===== src/rtl/fetch_decode_queue.sv =====
// Fetch-to-decode instruction queue: circular buffer of {ins, pc} entries.
// The head entry is driven combinationally to decode, and NOP_INS is shown whenever the queue is empty.
module fetch_decode_queue #(
   parameter int          DEPTH   = 4,
   parameter logic [31:0] NOP_INS = 32'h00000013
) (
   input  logic                       CLK,
   input  logic                       RST,
   input  logic                       PUSH_VALID,
   input  logic [31:0]                PUSH_INS,
   input  logic [63:0]                PUSH_PC,
   input  logic                       INS_CACHE_READY,
   input  logic                       DEC_ADVANCE,
   input  logic                       FLUSH,
   output logic                       PUSH_READY,
   output logic [31:0]                INSTRUCTION,
   output logic [63:0]                PC_OUT,
   output logic                       INS_VALID,
   output logic [$clog2(DEPTH):0]     COUNT
);

   localparam int         AW   = $clog2(DEPTH);
   localparam logic [AW:0] FULL = (AW+1)'(DEPTH);

   logic [31:0]   r_ins_mem [DEPTH];
   logic [63:0]   r_pc_mem  [DEPTH];
   logic [AW-1:0] r_rd_ptr;
   logic [AW-1:0] r_wr_ptr;
   logic [AW:0]   r_count;

   logic w_push;
   logic w_pop;
   logic w_valid;

   // Handshake: an entry moves on an edge only when both sides agree in that cycle.
   // The push side needs PUSH_VALID, INS_CACHE_READY and PUSH_READY together. The pop side needs DEC_ADVANCE and INS_VALID together.
   // PUSH_READY also looks at DEC_ADVANCE so that a full queue can take a push while it pops.
   assign w_valid    = (r_count != '0);
   assign PUSH_READY = (r_count < FULL) | DEC_ADVANCE;
   assign w_push     = PUSH_VALID & INS_CACHE_READY & PUSH_READY & ~FLUSH;
   assign w_pop      = DEC_ADVANCE & w_valid & ~FLUSH;

   assign INS_VALID   = w_valid;
   assign INSTRUCTION = w_valid ? r_ins_mem[r_rd_ptr] : NOP_INS;
   assign PC_OUT      = w_valid ? r_pc_mem[r_rd_ptr]  : 64'd0;
   assign COUNT       = r_count;

   // The storage has no reset. The output muxes hide its contents whenever the queue is empty.
   always_ff @(posedge CLK) begin
      if (w_push) begin
         r_ins_mem[r_wr_ptr] <= PUSH_INS;
         r_pc_mem[r_wr_ptr]  <= PUSH_PC;
      end
   end

   always_ff @(posedge CLK or negedge RST) begin
      if (!RST) begin
         r_rd_ptr <= '0;
         r_wr_ptr <= '0;
         r_count  <= '0;
      end else if (FLUSH) begin
         r_rd_ptr <= '0;
         r_wr_ptr <= '0;
         r_count  <= '0;
      end else begin
         if (w_push) r_wr_ptr <= r_wr_ptr + AW'(1);
         if (w_pop)  r_rd_ptr <= r_rd_ptr + AW'(1);
         case ({w_push, w_pop})
            2'b10:   r_count <= r_count + (AW+1)'(1);
            2'b01:   r_count <= r_count - (AW+1)'(1);
            default: r_count <= r_count;
         endcase
      end
   end

endmodule


===== config.mk =====
export PLATFORM = sky130hd
export DESIGN_NAME = fetch_decode_queue
export DESIGN_NICKNAME = d
export VERILOG_FILES = /design/src/rtl/fetch_decode_queue.sv
export SDC_FILE = /design/constraint.sdc
export NUM_CORES = 1
export LEC_CHECK = 0
export ABC_AREA = 1
export BUFFER_PORTS_ARGS = -buffer_cell sky130_fd_sc_hd__buf_2
export CAP_MARGIN = 10
export CORE_MARGIN = 4
export CORE_UTILIZATION = 57
export DETAILED_ROUTE_END_ITERATION = 6
export PLACE_DENSITY = 0.79
export SLEW_MARGIN = 20
export SYNTH_ARGS = -nofsm -noshare
export SYNTH_HDL_FRONTEND = slang
export SYNTH_SLANG_ARGS = --single-unit

===== constraint.sdc =====
create_clock -name CLK -period 6.7 [get_ports CLK]
set_clock_uncertainty 0.05 [all_clocks]
set_input_delay 0.335 -clock CLK [delete_from_list [all_inputs] [get_ports CLK]]
set_output_delay 0.335 -clock CLK [all_outputs]
set_load 0.1 [all_outputs]

==> flow_metrics.tcl <==
set metrics [dict create \
    initialDrtViolationCount 1083 \
    synth_top_family_by_area "simple AND/OR/NAND/NOR gates" \
    drv_slew 0 \
    crit_type "register to primary output" \
    synthesis.nets 1298 \
    design.core.area_um2 26280 \
    synth-compound-area-share_pct 9.687 \
    clockRootBuffer "clkbuf_16" \
    startpoint_type "register" \
    final-hold-violation-count 0 \
    synth.yosys.warnings 0 \
    fin_crit_ns 3.764 \
    min_from "PUSH_INS[14]" \
    grt_usage_pct 22.87 \
    vias 10280 \
    end_kind "primary output" \
    synthXorXnorAreaFrac_pct 0.05712 \
    fmax_mhz 265.7 \
    io_pins 203 \
    portBuffers 202 \
    area_growth_pct 22.20 \
    crit_required_ns 6.31 \
    crit_fanout 89 \
    synthAdderAreaFrac_pct 0.4570 \
    row_count 59 \
    via_per_inst 5.609 \
    worstMarginPinSlew_ns 1.006 \
    syn_avg_cell_area_um2 12.87 \
    place.gp.congestion 0.8303 \
    clockBufferDepth 3 \
    fp.dieW_um 172.0 \
    wirelength_mm 34.52 \
    die_area_um2 29590 \
    layout.nets 1574 \
    synth_cell_types 25 \
    initial_core_util_pct 58.34 \
    wl_per_cell_um 18.83 \
    clkTransAtPathRegs_ns 0.06 \
    first_pass_iters 5 \
    cap_viol_max_count 0 \
    overflow 0 \
    post-route-period-util_pct 56.18 \
    dp.cells 1669 \
    mostFrequentLayoutCells "385 x nor2_1, 384 x edfxtp_1, 202 x buf_2" \
    die_h_um 172.0 \
    drive_gt1_share_pct 19.05 \
    final_common_cell "nor2_1" \
    hold_ws_ns 0.02478 \
    outcome "finished clean" \
    final_antenna_net_count 0 \
    nFillCells 1679 \
    rsz0062_at_grt "false" \
    cts.htree.levels 2 \
    grt_antenna_before_repair 2 \
    setup_viol 0 \
    crit_start "r_rd_ptr[0]$_DFFE_PN0P_" \
    cts_resized 0 \
    synth.area.mux_share_pct 0 \
    cts.sinks 391 \
    cts_tree "yes" \
    final_cell_count_no_fill 1833 \
    tns_ns 0 \
    fin_util_pct 71.30 \
    slew_headroom_pct 32.91 \
    clkLatencyLatePin_ns 0.51 \
    netlist_area_um2 15330 \
    place_hpwl_mm 17.95 \
    min_path_type "input pin to register" \
    ys_seq_area_share_pct 76.35 \
    grt_pass1_wl_mm 52.85 \
    grt_pass1_vias 10040 \
    reg2reg_from "COUNT[2]$_DFFE_PN0P_" \
    syn-instance-count 1191 \
    cts_buffers 39 \
    drc 0 \
    cp.arrival_ns 3.38 \
    synth-seq-cells 391 \
    synth-simple-area-share_pct 10.20 \
    grt_max_degree 101 \
]
-- worst max-delay path, cell delays in order (launching register included) --
cell and delay (ns):
dfrtp_4 0.51, inv_4 0.63, buf_4 0.68, o21ai_0 0.19, a21oi_1 0.28, buf_2 0.50
-- what timing repair did --
action                    in CTS  in global routing
setup buffers                  0                  0
hold endpoints to repair     362                  4
hold buffers                  90                  1
-- Yosys cell counts, drive strengths merged --
library cell	instances	area [µm²]
a21oi	96	480.5
buf	45	315.3
clkbuf	29	127.6
dfrtp	7	175.2
edfxtp	384	11530
fa	1	20.02
ha	4	50.05
inv	14	55.06
nand2	18	77.58
nand3	4	20.02
nor2	390	1466
o21ai	194	970.9
o21bai	1	7.510
o311ai	3	26.28
xor2	1	8.760
-- final cells by class --
class | instances | area (µm²) | share of cell area, %
Inverter | 14 | 58.81 | 0.3139
Multi-Input combinational cell | 712 | 3158 | 16.85
Antenna cell | 2 | 5.005 | 0.02671
Clock inverter | 26 | 290.3 | 1.549
Tap cell | 335 | 419.2 | 2.237
Clock buffer | 44 | 1037 | 5.536
Timing Repair Buffer | 309 | 2054 | 10.96
Sequential cell | 391 | 11710 | 62.52
-- layer usage --
layer  part of all wire (%)  vias to the layer above  global-route usage, %
li1                       -                     4785                      -
met4                    2.4                        0                  6.835
met1                     38                     4962                  29.84
met3                    8.2                       68                  4.435
met5                      0                        -                      0
met2                     51                      466                  39.44
-- cell families after synthesis --
group,count (synthesis)
AO/OA/AOI/OAI,294
XOR/XNOR,1
adder cells (fa/ha/maj),5
buffers and inverters,88
flip-flops,391
AND/OR/NAND/NOR,412
-- worst paths after layout --
| kind | to | slack [ns] | cells after the start |
|---|---|---|---|
| setup / recovery | PC_OUT[47] | 2.94 | 5 |
| hold / removal | r_ins_mem[1][14]$_DFFE_PP_ | 0.02 | 1 |
| setup reg to reg | r_pc_mem[0][37]$_DFFE_PP_ | 3.67 | 5 |
| hold reg to reg | COUNT[0]$_DFFE_PN0P_ | 0.52 | 1 |
| max in group asynchronous | r_rd_ptr[1]$_DFFE_PN0P_ | 6.24 | 2 |
| min in group asynchronous | COUNT[1]$_DFFE_PN0P_ | 0.16 | 2 |
-- stage by stage --
step | instance area [µm²] | setup slack (ns)
after floorplan | 15330 | 0.3823
after global placement | 16470 | 3.575
after detailed placement | 16470 | 3.522
after CTS | 18700 | 2.960
after global routing | 18740 | 2.738
final | 18740 | 2.936
-- state kept, by name (all words and copies together) (netlist names) --
name,cells
r_wr_ptr,2
r_pc_mem,256
r_ins_mem,128
r_rd_ptr,2
COUNT,3
Power is left out: the tool's default activity adds up to more than one toggle a clock period on the data nets, which glitch-free logic cannot reach.
